`src/rtl/mem_stage_pkg.sv`:
```
// Shared bus widths, ld_ctrl bit positions and the captured EX->MEM bus layout
// for the memory-access stage.
package mem_stage_pkg;

    localparam int unsigned ExRegBusLen  = 141;
    localparam int unsigned MemRegBusLen = 70;
    localparam int unsigned MemBypassLen = 38;

    // Bit positions inside ld_ctrl = {ld_w, ld_h, ld_hu, ld_b, ld_bu}
    localparam int unsigned LdW  = 4;
    localparam int unsigned LdH  = 3;
    localparam int unsigned LdHu = 2;
    localparam int unsigned LdB  = 1;
    localparam int unsigned LdBu = 0;

    typedef struct packed {
        logic        mul;
        logic [31:0] mul_result;
        logic [31:0] ex_result;
        logic [31:0] rkd_value;
        logic [4:0]  ld_ctrl;
        logic        rf_we;
        logic        res_from_mem;
        logic [4:0]  rf_waddr;
        logic [31:0] pc;
    } ex_bus_t;

endpackage

```
`src/rtl/mem_load_align.sv`:
```
// Extracts the addressed byte/halfword/word from a 32-bit read word and
// sign- or zero-extends it according to the one-hot load control.
module mem_load_align
    import mem_stage_pkg::*;
(
    input  logic [4:0]  ld_ctrl,
    input  logic [1:0]  off,
    input  logic [31:0] rdata,
    output logic [31:0] load_data
);

    logic [7:0]  byte_sel;
    logic [15:0] half_sel;

    assign byte_sel = rdata[{off, 3'b000} +: 8];
    assign half_sel = off[1] ? rdata[31:16] : rdata[15:0];

    always_comb begin
        load_data = rdata;
        unique case (1'b1)
            ld_ctrl[LdB]:  load_data = {{24{byte_sel[7]}}, byte_sel};
            ld_ctrl[LdBu]: load_data = {24'h0, byte_sel};
            ld_ctrl[LdH]:  load_data = {{16{half_sel[15]}}, half_sel};
            ld_ctrl[LdHu]: load_data = {16'h0, half_sel};
            ld_ctrl[LdW]:  load_data = rdata;
            default:       load_data = rdata;
        endcase
    end

endmodule

```
`src/rtl/mem_stage.sv`:
```
// Memory-access pipeline stage: EX->MEM register, load alignment, write-back
// select and a one-entry hold buffer for SRAM/multiplier data under WB stalls.
module mem_stage
    import mem_stage_pkg::*;
(
    input  logic                    clk,
    input  logic                    reset,
    input  logic                    EXreg_valid,
    input  logic [ExRegBusLen-1:0]  EXreg_bus,
    input  logic                    EX_ready_go,
    input  logic                    WB_allow_in,
    input  logic [31:0]             data_sram_rdata,
    input  logic [31:0]             mul_result,
    output logic                    MEM_allow_in,
    output logic                    MEM_ready_go,
    output logic                    MEMreg_valid,
    output logic [MemRegBusLen-1:0] MEMreg_bus,
    output logic [MemBypassLen-1:0] MEM_bypass_bus
);

    ex_bus_t     ex_in;
    ex_bus_t     ex_q;
    logic        valid_q;
    logic        first_q;
    logic        hold_vld_q;
    logic [31:0] hold_rdata_q;
    logic [31:0] hold_mul_q;

    logic        accept;
    logic [31:0] raw_rdata;
    logic [31:0] mul_src;
    logic [31:0] load_data;
    logic [31:0] rf_wdata;

    assign ex_in        = ex_bus_t'(EXreg_bus);
    assign accept       = EXreg_valid & EX_ready_go;
    assign MEM_allow_in = ~valid_q | WB_allow_in;
    assign MEM_ready_go = 1'b1;
    assign MEMreg_valid = valid_q;

    always_ff @(posedge clk) begin
        if (reset) begin
            valid_q      <= 1'b0;
            first_q      <= 1'b0;
            hold_vld_q   <= 1'b0;
            hold_rdata_q <= 32'h0;
            hold_mul_q   <= 32'h0;
            ex_q         <= '0;
        end else begin
            if (MEM_allow_in) begin
                valid_q    <= accept;
                first_q    <= accept;
                ex_q       <= ex_in;
                hold_vld_q <= 1'b0;
            end else begin
                first_q <= 1'b0;
            end
            // Live SRAM/multiplier data disappear after the first cycle; keep a copy.
            if (valid_q & first_q & ~WB_allow_in) begin
                hold_rdata_q <= data_sram_rdata;
                hold_mul_q   <= mul_result;
                hold_vld_q   <= 1'b1;
            end
        end
    end

    assign raw_rdata = first_q ? data_sram_rdata : hold_rdata_q;
    assign mul_src   = first_q ? mul_result      : hold_mul_q;

    mem_load_align u_load_align (
        .ld_ctrl   (ex_q.ld_ctrl),
        .off       (ex_q.ex_result[1:0]),
        .rdata     (raw_rdata),
        .load_data (load_data)
    );

    assign rf_wdata = ex_q.res_from_mem ? load_data :
                      (ex_q.mul ? mul_src : ex_q.ex_result);

    assign MEMreg_bus     = {ex_q.rf_we, ex_q.rf_waddr, rf_wdata, ex_q.pc};
    assign MEM_bypass_bus = {ex_q.rf_waddr, ex_q.rf_we & valid_q, rf_wdata};

    // Captured mul_result is stale by design and rkd_value has no consumer here.
    logic unused_fields;
    assign unused_fields = ^{ex_q.mul_result, ex_q.rkd_value, hold_vld_q};

endmodule
```
`config.mk`:
```
export PLATFORM = sky130hd
export DESIGN_NAME = mem_stage
export DESIGN_NICKNAME = d
export VERILOG_FILES = /design/src/rtl/mem_stage_pkg.sv /design/src/rtl/mem_load_align.sv /design/src/rtl/mem_stage.sv
export SDC_FILE = /design/constraint.sdc
export NUM_CORES = 1
export LEC_CHECK = 0
export BUFFER_PORTS_ARGS = -buffer_cell sky130_fd_sc_hd__buf_2
export CAP_MARGIN = 30
export CELL_PAD_IN_SITES_DETAIL_PLACEMENT = 1
export CELL_PAD_IN_SITES_GLOBAL_PLACEMENT = 1
export CORE_MARGIN = 3
export CORE_UTILIZATION = 30
export CTS_CLUSTER_DIAMETER = 30
export DETAILED_ROUTE_END_ITERATION = 12
export MAX_ROUTING_LAYER = met4
export PLACE_DENSITY_LB_ADDON = 0.1
export RECOVER_POWER = 50
export SLEW_MARGIN = 30
export SYNTH_ARGS = -nofsm -noshare
export SYNTH_HDL_FRONTEND = slang
export SYNTH_SLANG_ARGS = --single-unit
```
`constraint.sdc`:
```
create_clock -name clk -period 2.5 [get_ports clk]
set_input_delay 0.625 -clock clk [delete_from_list [all_inputs] [get_ports clk]]
set_output_delay 0.625 -clock clk [all_outputs]
set_load 0.01 [all_outputs]
```
### Yosys cells after proc, flatten, opt, wreduce, memory -nomap -nowiden

Index checks and enable logic that the tools add are counted.
W data, S select, Z words.

* flip-flop bits (word level): 142
* input port bits: 210
* output and inout bits: 111
* word-level logic and storage cells: 27

* shift-type cells: 1
* muxes and demuxes: 6
* bitwise operators: 8
* reductions and logical operators: 1

Operators with widths (number)
* $mux W32: 4
* $pmux W32 S4: 1
* $shiftx A32 B6 Y8: 1
* $mux W16: 1
* $and A1 B1 Y1: 4
* $not A1 Y1: 3
* $reduce_or A2 Y1: 1
* $or A1 B1 Y1: 1

### Logic depth before layout (Yosys ltp)

* depth in word-level cells: 4
* gate-level depth with buffers: 9
* mapped depth without buffers: 4

### Hierarchy

A second synthesis with hierarchy kept.

* cell total of the unflattened synthesis: 932
* area total of the unflattened synthesis: 7364.6 um^2

Modules (own cells, without submodules)
* mem_stage: times used 1, cells each 848, area an instance 6821.5 um^2, sequential area each 2862.7 um^2
* mem_load_align: times used 1, cells each 84, area an instance 543.0 um^2, sequential area each 0.0 um^2

### Worst setup path before layout

No wires, ideal clock.

* path kind: input port to output port
* from: input port data_sram_rdata[31]
* to: output port MEMreg_bus[49]
* arrival time: 2.028 ns
* required time: 1.875 ns
* path slack: -0.153 ns
* cell stages on the path: 6
* buffers on the path: 2
* cell sequence: mux4_2 and2_4 a311oi_4 buf_6 a21oi_1 buf_4

* longest elaborated chain between the ends: 4
* elaborated cells between the ends (all ways): 5
* those cells by class: 1 x shift; 4 x mux

RTL lines
* start: declaration: line mem_stage.sv:12 `input logic [31:0] data_sram_rdata,`
* $mux W32 (*): line mem_stage.sv:67 `assign raw_rdata = first_q ? data_sram_rdata : hold_rdata_q;`
* $shiftx A32 B6 Y8 / $mux W16 (equally long branches): line mem_load_align.sv:15, mem_load_align.sv:16
* $pmux W32 S4 (*): line mem_load_align.sv:20 `unique case (1'b1)`
* $mux W32 (*): line mem_stage.sv:77 `assign rf_wdata = ex_q.res_from_mem ? load_data :`
* end: declaration: line mem_stage.sv:17 `output logic [MemRegBusLen-1:0] MEMreg_bus,`

Every way passes the cells marked *; elsewhere a longest branch is shown, timed or not.

### Worst setup path after layout

* from: register first_q
* to: output port MEMreg_bus[49]

* longest elaborated chain between the ends: 4
* elaborated cells between the ends (all ways): 7
* those cells by class: 1 x shift; 6 x mux

RTL lines
* start: declaration: line mem_stage.sv:24 `logic first_q;`
* start signal: assignment: line mem_stage.sv:52 `first_q <= accept;`
* $mux W32: line mem_stage.sv:67
* $shiftx A32 B6 Y8 / $mux W16 (equally long branches): line mem_load_align.sv:15, mem_load_align.sv:16
* $pmux W32 S4: line mem_load_align.sv:20
* $mux W32 (*): line mem_stage.sv:77

Marked as above.

==> flow_summary.json <==
{
  "cts_buffer_depth": 2,
  "required_ns": 1.88,
  "ios": 321,
  "synthArstFlopShare_pct": 0,
  "avgSynthCellArea_um2": 7.25,
  "yosys_warnings": 0,
  "finalHoldViolCount": 0,
  "cts_buffers": 17,
  "min_path_type": "input port to register",
  "dpl.hpwl_mm": 20.3,
  "p_leak_nw": 4.14,
  "violations": "setup timing",
  "syn_area_um2": 7380,
  "antenna_found_initial": 8,
  "pwr-share-clk_pct": 40.7,
  "drt_first_pass_iters": 4,
  "wl_per_cell_um": 18.1,
  "die_area_um2": 26500,
  "r2r_cells": 5,
  "nFillCells": 2987,
  "critPathMaxStageDelay_ns": 0.55,
  "synthDistinctLibCells": 41,
  "worstReg2RegStart": "MEMreg_valid",
  "grt_pass1_vias": 7537,
  "r2r_end": "ex_q[101]",
  "std_cell_rows": 56,
  "core_um2": 23800,
  "die_h_um": 163,
  "start_util_pct": 31.0,
  "synth_area_leaders": "dfxtp_1 (38%), nand2_1 (15%), a21oi_1 (14%)",
  "syn_nets": 1228,
  "min-delay-start": "EXreg_bus[29]",
  "cts_root_buffer": "clkbuf_16",
  "outcome": "complete, but fails checks",
  "min_period_ns": 2.92,
  "grt_pass1_wl_mm": 42.5,
  "p_sw_mw": 1.86,
  "fin_nets": 1425,
  "crit_path_start": "first_q",
  "gr-usage-all-layers_pct": 21.2,
  "rsz0062_at_grt": "yes",
  "critPathKind": "register to primary output",
  "ys_ff_latch": 142,
  "path_delay_family": "multiplexers",
  "die_w_um": 163,
  "final_cell_mix": "nand2_1 (295), buf_2 (215), a21oi_1 (177)",
  "place.gp.congestion": 0.872,
  "finalSetupViolations": 64,
  "maxSlewViolCount": 0,
  "crit_path_start_kind": "register",
  "power.internal_mw": 4.32,
  "critPathCaptureType": "primary output",
  "crit_fanout": 6,
  "synth_top_area_share_pct": 38.5,
  "drc": 0,
  "hold_slack_ns": 0.437,
  "clk_pin_slew_ns": 0.07,
  "postLayoutSetupSlackWorst_ns": -0.417,
  "setup_tns_ns": -22.63,
  "cts-htree-levels": 4,
  "final_antenna_net_count": 0,
  "gr-total-overflow": 0,
  "finalPower_mw": 6.17,
  "cts_tree": "done",
  "slowest_stage": "mux4_2",
  "fmax_ghz": 0.343,
  "drtIter0Drc": 429,
  "vias": 7470,
  "clock_latency_ns": 0.42,
  "relSlewSlack_pct": 49.2,
  "seq_area_frac_synth_pct": 38.5,
  "synthCells": 1018,
  "crit_buf_inv": 3,
  "r2r_setup_slack_ns": 0.47,
  "max_cap_viol_count": 0,
  "cp_cell_sequence": "mux4_2, and2_4, a311oi_4, buf_6, buf_16, a21oi_2, buf_2",
  "p_per_area_nw_per_um2": 603,
  "clock_skew_ns": 0.0134,
  "worstPathArrival_ns": 2.29,
  "finalCritPeriodShare_pct": 117,
  "switching_share_pct": 30.1,
  "vias_per_cell": 4.81,
  "worst_pin_slew_ns": 0.763,
  "cts_sinks": 142,
  "cp.depth": 7,
  "comb_power_share_pct": 20.4,
  "synth_edf_count": 0,
  "seq_power_share_pct": 38.8,
  "cp-endpoint": "MEMreg_bus[49]",
  "post-route-util_pct": 43.0,
  "io_buffers": 254,
  "grt_max_degree": 46,
  "vdd_drop_max_v": 0.000369,
  "synth_top_area_cell": "dfxtp_1",
  "drive_above_1_share_pct": 36.3,
  "syn_to_final_growth_pct": 38.7,
  "mostFrequentLayoutCell": "nand2_1",
  "synth_ff_type": "dfxtp_1",
  "routed_wl_mm": 28.2
}
-- cell type report --
cell class | count | area (um^2) | area share (%)
timing repair buffer | 331 | 2160 | 21.1
sequential | 142 | 2850 | 27.8
clock inverter | 14 | 130 | 1.27
tap | 319 | 399 | 3.90
antenna | 7 | 17.5 | 0.171
inverter | 4 | 15.0 | 0.147
multi-input combinational | 719 | 4230 | 41.3
clock buffer | 18 | 439 | 4.29
-- stage by stage --
stage	worst slack [ns]	cell area, um^2	std cells
6_report	-0.417	10200	1554
4_1_cts	-0.468	10000	1545
5_1_grt	-0.488	10200	1554
3_5_place_dp	-0.304	8830	1503
3_3_place_gp	-0.299	8830	1503
2_1_floorplan	-0.0819	7450	1018
-- tightest hold or removal path, stage by stage --
cell     delay [ns]
buf_2          0.09
nand2_1        0.04
a21oi_1        0.05
-- how the worst min path moves through the flow --
| stage | end | depth (start not counted) | slack (ns) |
|---|---|---|---|
| finish | MEMreg_bus[29] | 3 | 0.44 |
| CTS | MEMreg_bus[29] | 3 | 0.42 |
| global route | MEMreg_bus[26] | 3 | 0.43 |
| detailed placement | MEMreg_bus[9] | 2 | 0.44 |
| floorplan | ex_q[100] | 2 | 0.43 |
| global placement | MEMreg_bus[27] | 2 | 0.43 |
-- cell usage after synthesis, types with 2 or more instances --
master	instances
nand3_1	7
mux2i_1	58
mux2_2	11
o21ai_0	21
nor2_1	70
a21oi_1	204
a21boi_0	2
clkbuf_1	64
dfxtp_1	142
buf_4	78
o21bai_1	2
nor2b_1	3
o211ai_1	2
buf_2	6
buf_6	2
and2_1	2
buf_1	3
a221oi_1	5
nand2b_1	9
o21a_1	2
a31oi_1	8
nand2_1	296
inv_1	2
or2_2	2
-- power groups by stage --
stage	registers (mW)	clock network, mW	logic, mW
after floorplan	2.43	0	0.681
after CTS	2.40	2.59	1.20
after detailed placement	2.45	0	1.05
final	2.40	2.52	1.26
after global routing	2.41	2.69	1.36
after global placement	2.45	0	1.05
-- metal layers --
metal / up-vias / GRT usage [%] / wire length [um] / part of all wire (%)
li1: 3713 / - / - / -
met1: 3555 / 27.2 / 12800 / 45
met2: 189 / 34.6 / 13500 / 48
met3: 13 / 5.04 / 1540 / 5.5
met4: 0 / 3.38 / 264 / 0.94
met5: - / - / 0 / 0
-- registers in the layout, summed over array words and instances, names as in the netlist --
name,cells
ex_q,38
MEMreg_bus,33
hold_mul_q,32
hold_rdata_q,32
MEM_bypass_bus,5
MEMreg_valid,1
first_q,1
-- cells by family (layout without fill, tap and decap cells) --
logic type | count (synthesis) | count (layout) | synth area share (%)
AO/OA/AOI/OAI | 253 | 253 | 18.4
buffers and inverters | 157 | 367 | 12.2
flip-flops | 142 | 142 | 38.5
multiplexers | 70 | 70 | 9.84
other | 1 | 8 | 0.0508
AND/OR/NAND/NOR | 395 | 395 | 21.0
-- repair_timing --
item,CTS,global route
hold buffers,0,0
pin swaps,21,13
setup buffers,8,2
gates cloned,3,0
setup endpoints to repair,64,64
gates resized for setup,108,45
Note: power is estimated with default switching activity, not from simulation.
